`src/rtl/control_pkg.sv`:
```
// control_pkg
//   Shared encodings for the control sequencer: state codes, opcodes,
//   register-file / address-register-file function codes, ALU operation
//   codes, address-register read selects and the packed control word that
//   the sequencer presents to the datapath (with its idle value).
package control_pkg;

    // Sequencer states; the encoding doubles as the debug T output.
    typedef enum logic [1:0] {
        ST_T0   = 2'b00,  // fetch low byte
        ST_T1   = 2'b01,  // fetch high byte
        ST_T2   = 2'b10,  // execute
        ST_HALT = 2'b11
    } state_t;

    // Opcodes (IR[15:10])
    localparam logic [5:0] OP_NOP  = 6'h00;
    localparam logic [5:0] OP_INC  = 6'h01;
    localparam logic [5:0] OP_DEC  = 6'h02;
    localparam logic [5:0] OP_ADD  = 6'h03;
    localparam logic [5:0] OP_SUB  = 6'h04;
    localparam logic [5:0] OP_AND  = 6'h05;
    localparam logic [5:0] OP_ORR  = 6'h06;
    localparam logic [5:0] OP_MOVL = 6'h07;
    localparam logic [5:0] OP_LD   = 6'h08;
    localparam logic [5:0] OP_ST   = 6'h09;
    localparam logic [5:0] OP_BRA  = 6'h0A;
    localparam logic [5:0] OP_BEQ  = 6'h0B;
    localparam logic [5:0] OP_HLT  = 6'h3F;

    // RF / ARF function codes (shared encoding)
    localparam logic [2:0] FUN_DEC  = 3'b000;
    localparam logic [2:0] FUN_INC  = 3'b001;
    localparam logic [2:0] FUN_LOAD = 3'b010;
    localparam logic [2:0] FUN_CLR  = 3'b011;

    // ALU operation codes
    localparam logic [4:0] ALU_PASS_A = 5'h10;
    localparam logic [4:0] ALU_ADD    = 5'h14;
    localparam logic [4:0] ALU_SUB    = 5'h16;
    localparam logic [4:0] ALU_AND    = 5'h17;
    localparam logic [4:0] ALU_ORR    = 5'h18;

    // Address register file read selects
    localparam logic [1:0] ARF_SEL_PC = 2'b00;
    localparam logic [1:0] ARF_SEL_SP = 2'b01;
    localparam logic [1:0] ARF_SEL_AR = 2'b10;

    // Datapath mux selects used by the decoder
    localparam logic [1:0] MUXA_ALU = 2'b00;
    localparam logic [1:0] MUXA_MEM = 2'b10;
    localparam logic [1:0] MUXA_IMM = 2'b11;
    localparam logic [1:0] MUXB_ARF = 2'b01;

    // ARF write enables {PC,AR,SP}, active-low: PC only
    localparam logic [2:0] ARF_WR_PC   = 3'b011;
    localparam logic [2:0] ARF_WR_NONE = 3'b111;

    typedef struct packed {
        logic [2:0] rf_outa_sel;
        logic [2:0] rf_outb_sel;
        logic [2:0] rf_fun_sel;
        logic [3:0] rf_reg_sel;
        logic [3:0] rf_scr_sel;
        logic [4:0] alu_fun_sel;
        logic       alu_wf;
        logic [1:0] arf_outc_sel;
        logic [1:0] arf_outd_sel;
        logic [2:0] arf_fun_sel;
        logic [2:0] arf_reg_sel;
        logic       ir_lh;
        logic       ir_write;
        logic       mem_wr;
        logic       mem_cs;
        logic [1:0] muxa_sel;
        logic [1:0] muxb_sel;
        logic       muxc_sel;
    } ctrl_word_t;

    // Nothing written, memory deselected, all selects zero.
    localparam ctrl_word_t IDLE_WORD = '{
        rf_outa_sel:  3'd0,
        rf_outb_sel:  3'd0,
        rf_fun_sel:   3'd0,
        rf_reg_sel:   4'hF,
        rf_scr_sel:   4'hF,
        alu_fun_sel:  5'd0,
        alu_wf:       1'b0,
        arf_outc_sel: 2'd0,
        arf_outd_sel: 2'd0,
        arf_fun_sel:  3'd0,
        arf_reg_sel:  3'b111,
        ir_lh:        1'b0,
        ir_write:     1'b0,
        mem_wr:       1'b0,
        mem_cs:       1'b1,
        muxa_sel:     2'd0,
        muxb_sel:     2'd0,
        muxc_sel:     1'b0
    };

    // Register read-select code for a 2-bit register field (R1..R4).
    function automatic logic [2:0] reg_sel_code(input logic [1:0] field);
        return {1'b0, field};
    endfunction

    // Active-low write enable {R1,R2,R3,R4} for a 2-bit register field.
    function automatic logic [3:0] reg_enable_n(input logic [1:0] field);
        return ~(4'b1000 >> field);
    endfunction

endpackage

```
`src/rtl/instr_decoder.sv`:
```
// instr_decoder
//   Purely combinational execute-phase decode: instruction register contents
//   plus ALU flags to the full datapath control word.
//   ir    in  16  instruction register contents
//   flags in  4   ALU flags {Z,C,N,O}
//   cw    out     control word for the execute cycle
//   halt  out 1   instruction is HLT
module instr_decoder
    import control_pkg::*;
(
    input  logic [15:0] ir,
    input  logic [3:0]  flags,
    output ctrl_word_t  cw,
    output logic        halt
);

    logic [5:0] opcode;
    logic [1:0] dst;
    logic [1:0] src1;
    logic [1:0] src2;
    logic [1:0] rsel;
    logic       flag_z;
    logic       unused_flags;

    assign opcode       = ir[15:10];
    assign rsel         = ir[9:8];
    assign dst          = ir[5:4];
    assign src1         = ir[3:2];
    assign src2         = ir[1:0];
    assign flag_z       = flags[3];
    assign unused_flags = ^flags[2:0];

    always_comb begin
        cw   = IDLE_WORD;
        halt = 1'b0;
        case (opcode)
            OP_INC: begin
                cw.rf_fun_sel = FUN_INC;
                cw.rf_reg_sel = reg_enable_n(dst);
            end
            OP_DEC: begin
                cw.rf_fun_sel = FUN_DEC;
                cw.rf_reg_sel = reg_enable_n(dst);
            end
            OP_ADD, OP_SUB, OP_AND, OP_ORR: begin
                cw.rf_outa_sel = reg_sel_code(src1);
                cw.rf_outb_sel = reg_sel_code(src2);
                case (opcode)
                    OP_SUB:  cw.alu_fun_sel = ALU_SUB;
                    OP_AND:  cw.alu_fun_sel = ALU_AND;
                    OP_ORR:  cw.alu_fun_sel = ALU_ORR;
                    default: cw.alu_fun_sel = ALU_ADD;
                endcase
                cw.alu_wf     = 1'b1;
                cw.muxa_sel   = MUXA_ALU;
                cw.rf_fun_sel = FUN_LOAD;
                cw.rf_reg_sel = reg_enable_n(dst);
            end
            OP_MOVL: begin
                // Datapath zero-extends IR[7:0] on the immediate mux leg.
                cw.muxa_sel   = MUXA_IMM;
                cw.rf_fun_sel = FUN_LOAD;
                cw.rf_reg_sel = reg_enable_n(rsel);
            end
            OP_LD: begin
                cw.arf_outd_sel = ARF_SEL_AR;
                cw.mem_cs       = 1'b0;
                cw.mem_wr       = 1'b0;
                cw.muxa_sel     = MUXA_MEM;
                cw.rf_fun_sel   = FUN_LOAD;
                cw.rf_reg_sel   = reg_enable_n(rsel);
            end
            OP_ST: begin
                cw.rf_outa_sel  = reg_sel_code(rsel);
                cw.alu_fun_sel  = ALU_PASS_A;
                cw.muxc_sel     = 1'b0;
                cw.arf_outd_sel = ARF_SEL_AR;
                cw.mem_cs       = 1'b0;
                cw.mem_wr       = 1'b1;
            end
            OP_BRA, OP_BEQ: begin
                // BEQ falls back to the idle word when Z is clear.
                if (opcode == OP_BRA || flag_z) begin
                    cw.arf_outc_sel = ARF_SEL_AR;
                    cw.muxb_sel     = MUXB_ARF;
                    cw.arf_fun_sel  = FUN_LOAD;
                    cw.arf_reg_sel  = ARF_WR_PC;
                end
            end
            OP_HLT: begin
                halt = 1'b1;
            end
            default: begin
                // NOP and unassigned opcodes: idle word
            end
        endcase
    end

endmodule

```
`src/rtl/control_sequencer.sv`:
```
// control_sequencer
//   Three-cycle fetch/fetch/execute instruction sequencer driving the 16-bit
//   datapath control-word interface, with a halt state.
//   Clock, Reset            system clock, synchronous active-high reset
//   IROut[15:0], Flags[3:0] instruction register and ALU flags from datapath
//   RF_*, ALU_*, ARF_*      register file / ALU / address register controls
//   IR_LH, IR_Write         instruction register byte select and load
//   Mem_WR, Mem_CS          memory direction and active-low chip select
//   MuxASel/MuxBSel/MuxCSel datapath mux selects
//   T[1:0]                  current state code (debug)
//   All control outputs are combinational from the state register and IROut.
module control_sequencer
    import control_pkg::*;
(
    input  logic        Clock,
    input  logic        Reset,
    input  logic [15:0] IROut,
    input  logic [3:0]  Flags,
    output logic [2:0]  RF_OutASel,
    output logic [2:0]  RF_OutBSel,
    output logic [2:0]  RF_FunSel,
    output logic [3:0]  RF_RegSel,
    output logic [3:0]  RF_ScrSel,
    output logic [4:0]  ALU_FunSel,
    output logic        ALU_WF,
    output logic [1:0]  ARF_OutCSel,
    output logic [1:0]  ARF_OutDSel,
    output logic [2:0]  ARF_FunSel,
    output logic [2:0]  ARF_RegSel,
    output logic        IR_LH,
    output logic        IR_Write,
    output logic        Mem_WR,
    output logic        Mem_CS,
    output logic [1:0]  MuxASel,
    output logic [1:0]  MuxBSel,
    output logic        MuxCSel,
    output logic [1:0]  T
);

    state_t     state_q;
    state_t     state_d;
    ctrl_word_t dec_cw;
    logic       dec_halt;
    ctrl_word_t cw;

    instr_decoder u_instr_decoder (
        .ir    (IROut),
        .flags (Flags),
        .cw    (dec_cw),
        .halt  (dec_halt)
    );

    always_comb begin
        state_d = state_q;
        case (state_q)
            ST_T0:   state_d = ST_T1;
            ST_T1:   state_d = ST_T2;
            ST_T2:   state_d = dec_halt ? ST_HALT : ST_T0;
            ST_HALT: state_d = ST_HALT;
            default: state_d = ST_T0;
        endcase
    end

    always_ff @(posedge Clock) begin
        if (Reset) begin
            state_q <= ST_T0;
        end else begin
            state_q <= state_d;
        end
    end

    always_comb begin
        cw = IDLE_WORD;
        if (!Reset) begin
            case (state_q)
                ST_T0, ST_T1: begin
                    // Both fetch cycles read memory at PC and post-increment it.
                    cw.arf_outd_sel = ARF_SEL_PC;
                    cw.mem_cs       = 1'b0;
                    cw.ir_write     = 1'b1;
                    cw.ir_lh        = (state_q == ST_T1);
                    cw.arf_fun_sel  = FUN_INC;
                    cw.arf_reg_sel  = ARF_WR_PC;
                end
                ST_T2:   cw = dec_cw;
                default: cw = IDLE_WORD;
            endcase
        end
    end

    // Reset forces the debug state code to T0 immediately, ahead of the edge.
    assign T = Reset ? ST_T0 : state_q;

    assign RF_OutASel  = cw.rf_outa_sel;
    assign RF_OutBSel  = cw.rf_outb_sel;
    assign RF_FunSel   = cw.rf_fun_sel;
    assign RF_RegSel   = cw.rf_reg_sel;
    assign RF_ScrSel   = cw.rf_scr_sel;
    assign ALU_FunSel  = cw.alu_fun_sel;
    assign ALU_WF      = cw.alu_wf;
    assign ARF_OutCSel = cw.arf_outc_sel;
    assign ARF_OutDSel = cw.arf_outd_sel;
    assign ARF_FunSel  = cw.arf_fun_sel;
    assign ARF_RegSel  = cw.arf_reg_sel;
    assign IR_LH       = cw.ir_lh;
    assign IR_Write    = cw.ir_write;
    assign Mem_WR      = cw.mem_wr;
    assign Mem_CS      = cw.mem_cs;
    assign MuxASel     = cw.muxa_sel;
    assign MuxBSel     = cw.muxb_sel;
    assign MuxCSel     = cw.muxc_sel;

endmodule

```
`config.mk`:
```
export PLATFORM = sky130hd
export DESIGN_NAME = control_sequencer
export DESIGN_NICKNAME = d
export VERILOG_FILES = /design/src/rtl/control_pkg.sv /design/src/rtl/instr_decoder.sv /design/src/rtl/control_sequencer.sv
export SDC_FILE = /design/constraint.sdc
export NUM_CORES = 1
export LEC_CHECK = 0
export BUFFER_PORTS_ARGS = -buffer_cell sky130_fd_sc_hd__buf_2
export CAP_MARGIN = 20
export CORE_ASPECT_RATIO = 0.9
export CORE_MARGIN = 8
export CORE_UTILIZATION = 30
export CTS_CLUSTER_SIZE = 20
export DETAILED_ROUTE_END_ITERATION = 10
export SLEW_MARGIN = 25
export SYNTH_ARGS = -nofsm -noshare
export SYNTH_HDL_FRONTEND = slang
export SYNTH_HIERARCHICAL = 1
export SYNTH_SLANG_ARGS = --single-unit
```
`constraint.sdc`:
```
create_clock -name Clock -period 1.3 [get_ports Clock]
set_input_delay 0.195 -clock Clock [delete_from_list [all_inputs] [get_ports Clock]]
set_output_delay 0.195 -clock Clock [all_outputs]
set_load 0.02 [all_outputs]
```
* After elaboration in Yosys (flattened, before gate mapping)
Index checks and enable logic that the tools add are counted.
** Storage, ports and cells
- Register bits :: 2
- Input bits :: 22
- Output and inout port bits :: 44
- Logic and storage cells :: 52
** Cells by class
- Eq/ne operators :: 15
- Shift-type cells :: 2
- Multiplexer cells :: 25
- Bitwise gates (word level) :: 2
- Reduce and logical (&&, ||, !) cells :: 7
** Operators with widths (number)
- two-way mux 42 bit :: 1
- two-way mux 25 bit :: 1
- equality test 6 x 3 -> 1 bit, second input constant :: 4
- equality test 6 x 4 -> 1 bit, second input constant :: 4
- case mux 6 bit (4 select lines) :: 1
- case mux 10 bit (2 select lines) :: 1
- two-way mux 2 bit :: 7
- equality test 6 x 2 -> 1 bit, second input constant :: 2
- case mux 2 bit (2 select lines) :: 3
- case mux 4 bit (3 select lines) :: 1
- two-way mux 5 bit :: 2
- case mux 5 bit (2 select lines) :: 1
- NOT 4 bit :: 2
- case mux 2 bit (4 select lines) :: 1
- OR reduction 2 bit :: 4
- right shift 4 x 2 -> 4 bit, first input constant :: 2
- equality test 6 x 1 -> 1 bit, second input constant :: 1
- equality test 6 bit, second input constant :: 1
- two-way mux 6 bit :: 1
- equality test 2 bit, second input constant :: 2
- two-way mux 1 bit :: 4
- OR reduction 4 bit :: 1
- equality test 2 x 1 -> 1 bit, second input constant :: 1
- logical NOT 2 bit :: 1
- 2 further kinds :: 2

* Logic depth before layout (Yosys ltp)
Gate-level depths: netlist (run 1).
- Depth after elaboration :: 6
- Gate-level depth with buffers :: 6
- Gate-level depth less buffers :: 5

* Hierarchy
Netlist (run 1), hierarchy kept.
** Modules (own cells, without submodules)
- instr_decoder :: instances 1, cells each 79, area an instance 573.0 µm², seq. area each 0.0 µm²
- control_sequencer :: instances 1, cells each 63, area an instance 442.9 µm², seq. area each 40.0 µm²

* Worst setup path before layout (run 1)
No wires, ideal clock.
- Path kind :: in2out
- From :: input IROut[12]
- To :: output RF_RegSel[0]
- Data arrival time :: 1293 ps
- Required time :: 1105 ps
- Setup slack :: -188 ps
- Stages :: 5
- Path buffers :: 1
- Cells stage by stage :: buf_6 > nor4b_2 > o21a_2 > o211ai_2 > or2b_1
** RTL lines
- from (decl) :: RTL line control_sequencer.sv:17 : input logic [15:0] IROut,
- to (decl) :: RTL line control_sequencer.sv:22 : output logic [3:0] RF_RegSel,

==> results of run 1 <==
synthesized netlist by cell type, types with 4 or more instances:
master	instances
and2_1	29
o211ai_2	4
or2b_1	9
buf_4	21
inv_1	4
nand2b_1	11
nand4_1	4
a21oi_1	5
o221ai_1	4
nor2_1	6
through the flow:
step / std cells / utilization / setup slack [ns]
4_1_cts: 245 / 0.502 / -0.227
2_1_floorplan: 157 / - / -0.112
3_3_place_gp: 241 / 0.425 / -0.366
5_1_grt: 248 / 0.538 / -0.273
6_report: 248 / 0.538 / -0.221
3_5_place_dp: 241 / 0.425 / -0.342
what timing repair did:
item / CTS / global route
hold buffers: 0 / 0
endpoints found under the setup margin: 26 / 26
pin swaps: 15 / 7
gates cloned: 0 / 1
resized for setup: 63 / 30
setup buffers: 2 / 2
routing by layer:
metal | up-vias | routed length (µm) | GRT usage
li1 | 567 | - | -
met1 | 486 | 1190 | 0.108
met2 | 32 | 1550 | 0.190
met3 | 4 | 219 | 0.0350
met4 | 0 | 45 | 0.0397
met5 | - | 0 | 0
area by class of cell:
cell class	instances	area, µm²	share of cell area
clock buffer	3	41.3	0.0232
inverter	4	15.0	0.00844
multi-input combinational	123	958	0.539
tap	44	55.1	0.0310
sequential	2	42.5	0.0239
timing repair buffer	72	666	0.374
power by group through the flow:
| stage | Clock (mW) | Sequential, mW | Combinational [mW] |
|---|---|---|---|
| after floorplan | 0 | 0.0708 | 0.239 |
| after global placement | 0 | 0.0729 | 0.292 |
| after detailed placement | 0 | 0.0729 | 0.293 |
| after CTS | 0.257 | 0.0729 | 0.333 |
| after global routing | 0.270 | 0.0735 | 0.389 |
| final | 0.252 | 0.0731 | 0.359 |
worst register-to-register path: stages (launching register included):
cell and delay (ns):
dfxtp_2 0.32, buf_4 0.17, or3b_1 0.36, and3b_1 0.17
cell families after synthesis:
| group | synth area share |
|---|---|
| and+or+nand+nor | 0.568 |
| buffers and inverters | 0.223 |
| DFF | 0.0394 |
| other | 0.00739 |
| AOI/OAI and AO/OA | 0.163 |
layout by cell type, fill, tap and decap left out, types with 2 or more instances in the layout:
cell | netlist | layout
or2_2 | 2 | 2
and2_4 | 0 | 19
nand4_1 | 4 | 4
nor4b_4 | 0 | 2
dfxtp_2 | 0 | 2
or2b_1 | 9 | 9
nand2b_4 | 0 | 4
buf_4 | 21 | 22
buf_6 | 3 | 32
or3_4 | 1 | 2
nand3_1 | 2 | 2
a22o_1 | 2 | 2
inv_1 | 4 | 3
o211ai_2 | 4 | 4
nand3b_1 | 2 | 2
nand2b_1 | 11 | 7
nor2b_1 | 3 | 2
buf_8 | 0 | 2
and2_1 | 29 | 10
a21oi_1 | 5 | 4
buf_2 | 1 | 14
nand2_1 | 3 | 3
o221ai_1 | 4 | 4
nor2_1 | 6 | 6
buf_12 | 0 | 2
and3_4 | 1 | 2
clkbuf_8 | 0 | 3
conb_1 | 2 | 17
how the worst max path moves through the flow:
stage          slack, ns             startpoint       endpoint  cells after the start
6_report           -0.22              IROut[10]   RF_RegSel[0]                      6
5_1_grt            -0.27              IROut[10]   RF_RegSel[0]                      6
4_1_cts            -0.23  state_q[0]$_SDFF_PP0_   RF_RegSel[0]                      4
3_5_place_dp       -0.34              IROut[13]  RF_OutASel[0]                      6
3_3_place_gp       -0.37              IROut[13]  RF_OutASel[0]                      6
2_1_floorplan      -0.11              IROut[10]   RF_RegSel[0]                      5
==> results.sh, run 1 <==
export IMPL_die_w_um=77.3
export IMPL_biggestRegsByFlops="state_q (2)"
export IMPL_end_kind="output pin"
export IMPL_cts_root_buffer="clkbuf_8"
export IMPL_io_pins=66
export IMPL_hold_class="in2reg"
export IMPL_clock_sinks=2
export IMPL_path_class="in2out"
export IMPL_synth_edff_count=0
export IMPL_clk_latency_ns=0.22
export IMPL_synth_async_reset_ratio=0
export IMPL_regToRegSetupSlack_ns=0.17
export IMPL_cts_made_buffers=3
export IMPL_fmax_mhz=658
export IMPL_path_max_fanout=7
export IMPL_drt_wl_total_um=3010
export IMPL_setup_viol=25
export IMPL_grt_pass1_wl_um=4910
export IMPL_cpPeakStageDelay_ns=0.41
export IMPL_hold_path_end="state_q[1]$_SDFF_PP0_"
export IMPL_rows=20
export IMPL_fin_area_um2=1780
export IMPL_p_per_area_nw_per_um2=385
export IMPL_critPathArrivalTime_ns=1.33
export IMPL_period_share=1.17
export IMPL_violations="setup timing"
export IMPL_track_usage=0.104
export IMPL_synth_ff_type="dfxtp_1"
export IMPL_grt_pass1_vias=1079
export IMPL_clkTransAtPathRegs_ns=0.03
export IMPL_grt_start_max_net_pins=21
export IMPL_initial_utilization=0.308
export IMPL_dpl_hpwl_um=2320
export IMPL_timing_critical_path_required_ns=1.11
export IMPL_tns_ns=-4.39
export IMPL_maxCapViolCount=0
export IMPL_wl_per_cell_um=12.1
export IMPL_critPathSlowestCell="or3_4"
export IMPL_synth_area_um2=1020
export IMPL_reg2regPathDepth=3
export IMPL_fin_nets=228
export IMPL_power_mw=0.685
export IMPL_drt_iter0_markers=14
export IMPL_cp_num_buf_inv=2
export IMPL_n_antenna_cell=0
export IMPL_largest_reg_flops=2
export IMPL_crit_path_cell_trace="buf_8, or3_4, and3_4, o211ai_2, or2b_1, buf_6"
export IMPL_fin_ws_ns=-0.221
export IMPL_drive_above_1_share=0.608
export IMPL_worst_hold_slack_ns=0.349
export IMPL_hold_viol_final=0
export IMPL_synth_seq_cells=2
export IMPL_crit_path_start_kind="input pin"
export IMPL_netlist_instances=142
export IMPL_pwr_share_clk=0.368
export IMPL_ys_warn_count=6
export IMPL_finalMaxSlewViolations=0
export IMPL_synth_top_cell_area_share=0.179
export IMPL_ys_seq_area_frac=0.0394
export IMPL_fin_skew_ns=0.000193
export IMPL_antenna_found_initial=0
export IMPL_firstDrtPassIters=4
export IMPL_status="finished, violations left"
export IMPL_coreArea_um2=3300
export IMPL_pwr_share_seq=0.107
export IMPL_leakage_nw=0.821
export IMPL_intPower_mw=0.449
export IMPL_hold_path_cell_count=3
export IMPL_regMostFlops="state_q"
export IMPL_drc=0
export IMPL_vias_per_cell=4.39
export IMPL_synth_area_leaders="and2_1 (18%), buf_4 (16%), nand2b_1 (6.8%)"
export IMPL_p_sw_frac=0.345
export IMPL_r2r_start="state_q[0]$_SDFF_PP0_"
export IMPL_dieArea_um2=5510
export IMPL_switching_power_mw=0.236
export IMPL_io_buffer_count=46
export IMPL_num_vias=1089
export IMPL_fillers=321
export IMPL_syn_avg_cell_area_um2=7.15
export IMPL_synth_top_area_cell="and2_1"
export IMPL_min_delay_start="Reset"
export IMPL_min_period_ns=1.52
export IMPL_ys_types=40
export IMPL_ir_drop_v=0.000233
export IMPL_h_tree_depth=1
export IMPL_crit_family="simple AND/OR/NAND/NOR gates"
export IMPL_combPwrFrac=0.525
export IMPL_grt_ovfl_total=0
export IMPL_rsz0062_at_grt="yes"
export IMPL_drtAntennaViolNets=0
export IMPL_die_h_um=71.2
export IMPL_cts_tree="yes"
export IMPL_syn_to_final_growth_pct=75.0
export IMPL_clockBufferDepth=2
export IMPL_placed_area_um2=1410
export IMPL_gp_congestion=0.796
export IMPL_r2r_end="state_q[0]$_SDFF_PP0_"
No activity file was read; power rests on OpenSTA's default activity.
==> inputs of run 2 (changes only) <==
--- a/config.mk
+++ b/config.mk
@@ -12,6 +12,7 @@
 export CORE_UTILIZATION = 30
 export CTS_CLUSTER_SIZE = 20
 export DETAILED_ROUTE_END_ITERATION = 10
+export RECOVER_POWER = 100
 export SLEW_MARGIN = 25
 export SYNTH_ARGS = -nofsm -noshare
 export SYNTH_HDL_FRONTEND = slang
==> results.sh, run 2 (synthesis results as in run 1) <==
export IMPL_clock_sinks=2
export IMPL_path_max_fanout=7
export IMPL_clockBufferDepth=2
export IMPL_drt_wl_total_um=3010
export IMPL_num_vias=1089
export IMPL_n_antenna_cell=0
export IMPL_io_pins=66
export IMPL_mostFrequentLayoutCells="buf_6 (32), buf_4 (21), and2_4 (19)"
export IMPL_clk_latency_ns=0.22
export IMPL_die_w_um=77.3
export IMPL_h_tree_depth=1
export IMPL_grt_pass1_wl_um=4910
export IMPL_antenna_found_initial=0
export IMPL_coreArea_um2=3300
export IMPL_leakage_nw=0.820
export IMPL_rsz0062_at_grt="yes"
export IMPL_gp_congestion=0.796
export IMPL_fmax_mhz=658
export IMPL_period_share=1.17
export IMPL_cpPeakStageDelay_ns=0.41
export IMPL_intPower_mw=0.448
export IMPL_vias_per_cell=4.39
export IMPL_end_kind="output pin"
export IMPL_clkTransAtPathRegs_ns=0.03
export IMPL_die_h_um=71.2
export IMPL_fin_skew_ns=0.000193
export IMPL_dieArea_um2=5510
export IMPL_regMostFlops="state_q"
export IMPL_setup_viol=25
export IMPL_largest_reg_flops=2
export IMPL_violations="setup timing"
export IMPL_drc=0
export IMPL_ir_drop_v=0.000233
export IMPL_drive_above_1_share=0.608
export IMPL_power_mw=0.685
export IMPL_firstDrtPassIters=4
export IMPL_min_period_ns=1.52
export IMPL_track_usage=0.104
export IMPL_p_per_area_nw_per_um2=385
export IMPL_cts_root_buffer="clkbuf_8"
export IMPL_biggestRegsByFlops="state_q (2)"
export IMPL_cts_made_buffers=3
export IMPL_rows=20
export IMPL_initial_utilization=0.308
export IMPL_timing_critical_path_required_ns=1.11
export IMPL_dpl_hpwl_um=2320
export IMPL_crit_path_cell_trace="buf_8, or3_4, and3_4, o211ai_2, or2b_1, buf_6"
export IMPL_drt_iter0_markers=14
export IMPL_worst_hold_slack_ns=0.349
export IMPL_status="finished, violations left"
export IMPL_grt_ovfl_total=0
export IMPL_hold_class="in2reg"
export IMPL_critPathSlowestCell="or3_4"
export IMPL_critPathArrivalTime_ns=1.33
export IMPL_cts_hold_buffers=0
export IMPL_grt_start_max_net_pins=21
export IMPL_switching_power_mw=0.236
export IMPL_layout_commonest_cell="buf_6"
export IMPL_dp_slack_ns=-0.342
export IMPL_pwr_share_seq=0.107
export IMPL_fin_nets=228
export IMPL_maxCapViolCount=0
export IMPL_fin_ws_ns=-0.221
export IMPL_cts_tree="yes"
export IMPL_drtAntennaViolNets=0
export IMPL_syn_to_final_growth_pct=75.0
export IMPL_grt_pass1_vias=1079
export IMPL_hold_viol_final=0
export IMPL_p_sw_frac=0.345
export IMPL_wl_per_cell_um=12.1
export IMPL_path_class="in2out"
export IMPL_finish_utilization=0.538
export IMPL_finalMaxSlewViolations=0
export IMPL_fillers=321
export IMPL_pwr_share_clk=0.368
export IMPL_crit_path_start_kind="input pin"
export IMPL_io_buffer_count=46
export IMPL_combPwrFrac=0.525
## run 2: changes by cell type in the layout (fill, tap and decap cells not counted), sizes merged
cell and delta:
clkbuf +4, buf -4
## run 2: power groups by stage
stage	Combinational [mW]	Clock (mW)	Sequential [mW]
after global placement	0.292	0	0.0729
after floorplan	0.239	0	0.0708
final	0.359	0.252	0.0731
after global routing	0.389	0.270	0.0735
after detailed placement	0.293	0	0.0729
after CTS	0.333	0.257	0.0729
## run 2: path summary, 6_finish.rpt
path | start | end | slack [ns] | depth (start not counted)
worst max register to register | state_q[0]$_SDFF_PP0_ | state_q[0]$_SDFF_PP0_ | 0.17 | 3
worst min-delay path | Reset | state_q[1]$_SDFF_PP0_ | 0.35 | 3
worst max-delay path | IROut[10] | RF_RegSel[0] | -0.22 | 6
worst min register to register | state_q[1]$_SDFF_PP0_ | state_q[1]$_SDFF_PP0_ | 0.64 | 3
## run 2: critical path: cells and delay by family
| kind | cells | cell delay (ns) |
|---|---|---|
| AOI/OAI and AO/OA | 1 | 0.15 |
| buffers and inverters | 2 | 0.22 |
| and+or+nand+nor | 3 | 0.76 |
## run 2: layer usage
metal	vias to the layer above	routed length (µm)	global-route usage
met5	-	0	0
met4	0	45	0.0397
met3	4	219	0.0350
met2	32	1550	0.190
met1	486	1200	0.108
li1	567	-	-
## run 2: layout make-up
| cell class | instances | area [µm²] | share of cell area |
|---|---|---|---|
| inverter | 4 | 15.0 | 0.00844 |
| timing repair buffer | 72 | 666 | 0.374 |
| tap | 44 | 55.1 | 0.0310 |
| sequential | 2 | 42.5 | 0.0239 |
| clock buffer | 3 | 41.3 | 0.0232 |
| multi-input combinational | 123 | 958 | 0.539 |
## run 2: repair_timing
item,CTS,global route
setup buffers,2,2
setup endpoints to repair,26,26
gates resized for setup,63,30
pin swaps,15,7
cloned,0,1
## run 2: through the flow
stage               area, µm²  instances  setup TNS, ns
floorplan                1190        157         -0.602
finish                   1780        248          -4.39
global placement         1410        241          -5.68
detailed placement       1410        241          -5.77
CTS                      1660        245          -4.41
global route             1780        248          -5.61
